[src/rtl/seg_scan_drv_pkg.sv]
// seg_scan_drv_pkg: shared display constants and the leading-digit helper
package seg_scan_drv_pkg;
   localparam int SEG_NDIGIT = 8;
   localparam int SEG_IDX_NBIT = 3;
   localparam logic [6:0] SEG_BLANK = 7'h7F;
   localparam logic [7:0] SEG_AN_OFF = 8'hFF;
   // index of the most-significant nonzero nibble; 0 when the word is zero
   function automatic logic [SEG_IDX_NBIT-1:0] msd(input logic [31:0] v);
      msd = '0;
      for (int i = 1; i < SEG_NDIGIT; i++)
         if (v[4*i +: 4] != 4'd0) msd = SEG_IDX_NBIT'(i);
   endfunction
endpackage

[src/rtl/seg_hex_dec.sv]
// seg_hex_dec: 4-bit hex to active-low {g,f,e,d,c,b,a} segment decoder
module seg_hex_dec (
   input  logic [3:0] val,
   output logic [6:0] seg
);
   always_comb begin
      seg = 7'h7F;
      case (val)
         4'h0: seg = 7'h40;
         4'h1: seg = 7'h79;
         4'h2: seg = 7'h24;
         4'h3: seg = 7'h30;
         4'h4: seg = 7'h19;
         4'h5: seg = 7'h12;
         4'h6: seg = 7'h02;
         4'h7: seg = 7'h78;
         4'h8: seg = 7'h00;
         4'h9: seg = 7'h10;
         4'hA: seg = 7'h08;
         4'hB: seg = 7'h03;
         4'hC: seg = 7'h46;
         4'hD: seg = 7'h21;
         4'hE: seg = 7'h06;
         4'hF: seg = 7'h0E;
         default: seg = 7'h7F;
      endcase
   end
endmodule

[src/rtl/seg_scan_drv.sv]
// seg_scan_drv: 8-digit multiplexed seven-segment driver with sticky halt freeze.
// Define SEG_LEAD_BLANK_EN to blank digits above the most-significant nonzero nibble.
module seg_scan_drv
   import seg_scan_drv_pkg::*;
#(
   parameter int SCAN_DIV = 100000
) (
   input  logic        clk,
   input  logic        rst,
   input  logic        en,
   input  logic [31:0] display,
   input  logic        halt,
   output logic [6:0]  seg_n,
   output logic        dp_n,
   output logic [7:0]  an_n
);
   localparam int CW = SCAN_DIV > 1 ? $clog2(SCAN_DIV) : 1;
   logic [CW-1:0] cnt;
   logic [SEG_IDX_NBIT-1:0] idx;
   logic [31:0] disp_q;
   logic halt_q;
   logic [3:0] nib;
   logic [6:0] seg;
   logic blank;
   assign nib = disp_q[4*idx +: 4];
   seg_hex_dec u_dec (.val(nib), .seg(seg));
`ifdef SEG_LEAD_BLANK_EN
   assign blank = idx > msd(disp_q);
`else
   assign blank = 1'b0;
`endif
   always_ff @(posedge clk) begin
      if (rst) begin
         cnt <= '0;
         idx <= '0;
         disp_q <= '0;
         halt_q <= 1'b0;
         an_n <= SEG_AN_OFF;
         seg_n <= SEG_BLANK;
         dp_n <= 1'b1;
      end else begin
         // gate uses the pre-update halt_q so a same-cycle halt still captures
         if (en && !halt_q) disp_q <= display;
         if (halt) halt_q <= 1'b1;
         if (cnt == CW'(SCAN_DIV - 1)) begin
            cnt <= '0;
            idx <= idx + 1'b1;
         end else begin
            cnt <= cnt + 1'b1;
         end
         an_n <= blank ? SEG_AN_OFF : ~(8'd1 << idx);
         seg_n <= blank ? SEG_BLANK : seg;
         dp_n <= blank | ~halt_q;
      end
   end
endmodule

[config.mk]
export PLATFORM = sky130hd
export DESIGN_NAME = seg_scan_drv
export DESIGN_NICKNAME = d
export VERILOG_FILES = /design/src/rtl/seg_scan_drv_pkg.sv /design/src/rtl/seg_hex_dec.sv /design/src/rtl/seg_scan_drv.sv
export SDC_FILE = /design/constraint.sdc
export NUM_CORES = 1
export LEC_CHECK = 0
export CORE_MARGIN = 3
export CORE_UTILIZATION = 52
export DETAILED_ROUTE_END_ITERATION = 8
export PLACE_DENSITY_LB_ADDON = 0.25
export REMOVE_ABC_BUFFERS = 1
export SLEW_MARGIN = 20
export SYNTH_ARGS = -nofsm -noshare
export SYNTH_HDL_FRONTEND = slang
export SYNTH_SLANG_ARGS = --single-unit
[constraint.sdc]
create_clock -name clk -period 2.5 [get_ports clk]
set_clock_uncertainty 0.05 [all_clocks]
set_input_delay 0.375 -clock clk [delete_from_list [all_inputs] [get_ports clk]]
set_output_delay 0.375 -clock clk [all_outputs]
set_load 0.01 [all_outputs]
=== Yosys cells after proc, flatten, opt, wreduce, memory -nomap -nowiden ===
Memory sizes are Yosys's and may differ from the RTL's. A register that Yosys moved wholly into a read port is not among the register bits.
Index checks and enable logic that the tools add are counted.

* Flip-flop bits (word level): 62
* Bits in latches: 0
* Bits in writable memories: 0
* Memory bits (read-only): 112
* Bits of input ports: 36
* Output and inout port bits: 16
* Logic and storage cells: 17
* Memories: 1

* Add/sub/neg operators: 2
* $mul: 0
* Div/mod/pow operators: 0
* Magnitude comparators: 0
* Eq/ne operators: 1
* Shifts and indexed selects: 2
* Multiplexer cells: 0
* Bitwise gates (word level): 2
* Reduce and logical (&&, ||, !) cells: 3

{| class="wikitable"
|+ Memory list
! name !! depth !! bits a word !! read ports !! clocked after Yosys merged registers in !! wr ports !! RTL line !! RTL
|-
| (no name shown) || 16 || 7 || 1 || 1 || 0 || seg_hex_dec.sv:8 || <nowiki>case (val)</nowiki>
|}

{| class="wikitable"
|+ Operator list
! cell !! count
|-
| 32-bit by 6-bit indexed part select with 4-bit output || 1
|-
| 17-bit by 1-bit adder with 17-bit output, second input constant || 1
|-
| 17-bit == test, second input constant || 1
|-
| 8-bit NOT || 1
|-
| 1-bit by 3-bit << shifter with 8-bit output, first input constant || 1
|-
| 3-bit by 1-bit adder with 3-bit output, second input constant || 1
|-
| 2-bit OR reduction || 1
|-
| 1-bit logical AND || 1
|-
| 1-bit logical NOT || 1
|-
| 1-bit NOT || 1
|}

=== Longest topological paths before layout ===
* Depth after elaboration: 2
* Mapped depth: 8
* Depth with buffers taken out: 7

=== Cells and area by module ===
From an unflattened synthesis, not the netlist that was laid out.

* Cell total of the unflattened synthesis: 338
* Area total of the unflattened synthesis: 3039.2 µm²

{| class="wikitable"
|+ Modules (own cells, without submodules)
! module !! times used !! cells each !! area each (µm²) !! sequential area each (µm²)
|-
| seg_scan_drv || 1 || 306 || 2763.9 || 1381.3
|-
| seg_hex_dec || 1 || 32 || 275.3 || 0.0
|}

=== Worst setup path after synthesis ===
Ideal clock, no wire load.

* Path kind: register -> register
* Start: register idx[1]
* End: register seg_n[0]
* Library setup time: 0.122 ns
* Arrival time: 1.996 ns
* Required time: 2.328 ns
* Slack: 0.332 ns
* Cell stages (with the launch flop): 8
* Buffers on the path: 1
* Period minus slack after synthesis: 2.168 ns
* Path through: dfxtp_1 -> buf_2 -> mux4_2 -> mux2_2 -> ha_1 -> a211o_1 -> o21ai_1 -> o21ai_1

* Longest elaborated chain between the ends: 1

{| class="wikitable"
|+ RTL lines
! element !! RTL line !! RTL
|-
| from (decl) || seg_scan_drv.sv:19 || <nowiki>logic [SEG_IDX_NBIT-1:0] idx;</nowiki>
|-
| from (signal assigned) || seg_scan_drv.sv:47 || <nowiki>idx <= idx + 1'b1;</nowiki>
|-
| 32-bit by 6-bit indexed part select with 4-bit output || seg_scan_drv.sv:25 || <nowiki>assign nib = disp_q[4*idx +: 4];</nowiki>
|-
| to (decl) || seg_scan_drv.sv:13 || <nowiki>output logic [6:0] seg_n,</nowiki>
|}

Every way passes these cells.
A chain may end at the register's enable or synchronous reset.

=== Final worst setup path ===
Ends and elaborated chain as after synthesis.

==> out/results.ini <==
[outcome]
status = completed

[global_routing]
grt_first_pass_wirelength_microns = 9940
grt.overflow.total = 0
grt_max_degree = 39
grt_pass1_vias = 2222
grt_usage_pct = 19.6
antenna_found_initial = 0

[clock_network]
hold_buffers = 0
cts_inserted_buffers = 9
post-cts-setup-buffer-count = 0
ctsResizeCount = 0
cts_tree = done
htree_levels = 3
clk_latency_ns = 0.34
clock_sink_count = 69
clk_path_buf_depth = 2
cts.root.buffer_cell = clkbuf_8
clk_pin_slew_worst_paths_ns = 0.07

[pwr]
p_leak_nw = 1.40
power_density_mw_per_mm2 = 585
peakVddDrop_mv = 0.366

[place]
dp_cells = 447
dp_hpwl_microns = 4180
place_ws_ns = 0.283
gp_congestion = 0.931
numPortBuffers = 51

[yosys]
synth-compound-area-share_pct = 9.85
synth-xor-area-share_pct = 4.69
synth-edff-count = 0
synthTopCellsByArea = dfxtp_1 46%, nand2_1 10%, a21oi_1 5.7%
ys.flop_type = dfxtp_1
synthArstFlopShare_pct = 0
ys_types = 43
synth-simple-area-share_pct = 20.2
synth_mux_area_share_pct = 9.14
synth_top_cell_by_area = dfxtp_1
avgSynthCellArea_sq_um = 8.89
synth_top_family_by_area = simple AND/OR/NAND/NOR gates
yosysSeqAreaShare_pct = 46.3
synth_warnings = 0
synth_seq_cells = 69
synth-adder-area-share_pct = 5.45
syn_area_sq_mm = 0.00299
syn_inst = 336
yosysTopAreaCellShare_pct = 46.3

[sta]
final_hold_viol_count = 0
slew_headroom_pct = 68.4
rsz0062_at_grt = no
fin_crit_ns = 2.22
tns_ns = 0
setup_viol = 0
period_share_pct = 88.9
finalWorstSetupSlack_ns = 0.278
tightest_slew_ns = 0.464
clock.fmax_mhz = 450
final_max_slew_viol_count = 0

[route]
detail-route-antenna-nets = 0
first_pass_iters = 4
routed_wl_microns = 5860
drc = 0
viasPerCell = 5.15
routedWlPerCell_microns = 12.7
drt-initial-drc-count = 141
vias = 2381

[final_layout]
layout-area-overhead-vs-synth_pct = 24.1
layout_commonest_cell = nand2_1
final_cells = 462
final_cell_mix = 83 x nand2_1, 69 x dfxtp_1, 51 x clkdlybuf4s50_1
drive_above_1_share_pct = 8.67
insertedDiodeCount = 0
nets = 437

[worst_setup_path]
cp_slowest_stage_delay_ns = 0.54
cp-start-kind = flip-flop
crit_chain = mux4_2, mux2_2, ha_1, a211o_1, o21ai_1, o21ai_1
cp_top_family = multiplexers
path_common_cell = o21ai_1
required_ns = 2.68
setup.worst_path.class = flip-flop to flip-flop
slowest_stage = mux4_2
crit_fanout = 5
setup.worst_path.end_class = flip-flop
cp.arrival_ns = 2.40
critical_path_buf_inv_count = 0

[floorplanning]
die_area_sq_mm = 0.00669
rows = 26
core_sq_mm = 0.00534
die_w_microns = 81.8
initial_utilization_pct = 56.0
io_pins = 52
die_h_microns = 81.8

[run]
cap_violations = 0

[min_path]
hold_class = flip-flop to flip-flop

## sequential cells by signal, indices dropped and copies added, names as in the netlist
signal	count
disp_q	32
cnt	17
an_n	8
seg_n	7
idx	3
dp_n	1
halt_q	1
## path summary, 6_finish.rpt
kind	start	to	slack [ns]	cells after the start
worst max-delay path	idx[1]	seg_n[0]	0.28	6
worst min-delay path	halt_q	dp_n	0.39	1
worst max register to register	idx[1]	seg_n[0]	0.28	6
worst min register to register	halt_q	dp_n	0.39	1
## worst register-to-register path: stages, from the launching register on
cell	delay, ns
dfxtp_1	0.49
mux4_2	0.54
mux2_2	0.35
ha_1	0.26
a211o_1	0.27
o21ai_1	0.07
o21ai_1	0.08
## stage by stage
stage	util, %	area, sq um	power (mW)	hold slack (ns)
after floorplan	-	2890	1.30	0.330
after global placement	66.5	3550	1.42	0.359
after detailed placement	66.5	3550	1.42	0.368
after CTS	69.4	3700	2.18	0.384
after global routing	69.4	3700	2.26	0.399
final	69.4	3700	2.17	0.386
## routing by layer
metal / track usage, % / routed length [microns]
met3: 5.92 / 295
met2: 30.6 / 2600
met5: 0 / 0
met1: 25.0 / 2870
met4: 8.47 / 81
## cell families (layout without fill, tap and decap cells)
kind of cell               after synthesis  in the layout
muxes                                   18             18
AOI/OAI and AO/OA                       51             51
xor gates and xnor gates                16             16
and+or+nand+nor                        142            142
adders and majority gates               13             13
DFF                                     69             69
buffers and inverters                   27             83
## Yosys cell counts, types with 3 or more instances
master	n
inv_2	3
nand3_1	6
a21oi_1	34
mux2i_1	7
nand2_1	83
ha_1	13
xor2_1	5
inv_1	6
nand4_1	3
mux4_2	6
o221ai_1	4
nor2_1	35
clkbuf_1	10
o21ai_1	4
xnor2_1	11
buf_6	3
dfxtp_1	69
and3_1	3
## report_power, final
part,internal [mW],switching (mW)
clock,0.380,0.389
sequential,1.15,0.0217
combinational,0.124,0.108
total,1.65,0.519
## layout make-up
class                   instances  area [sq um]
inverters                      10          37.5
clock inverters                 2          10.0
fillers                       461          1630
well taps                      70          87.6
multi-input cells             240          1480
repair buffers                 58           563
flip-flops and latches         69          1380
clock buffers                  13           149
Power figures use the tool's default switching activity.
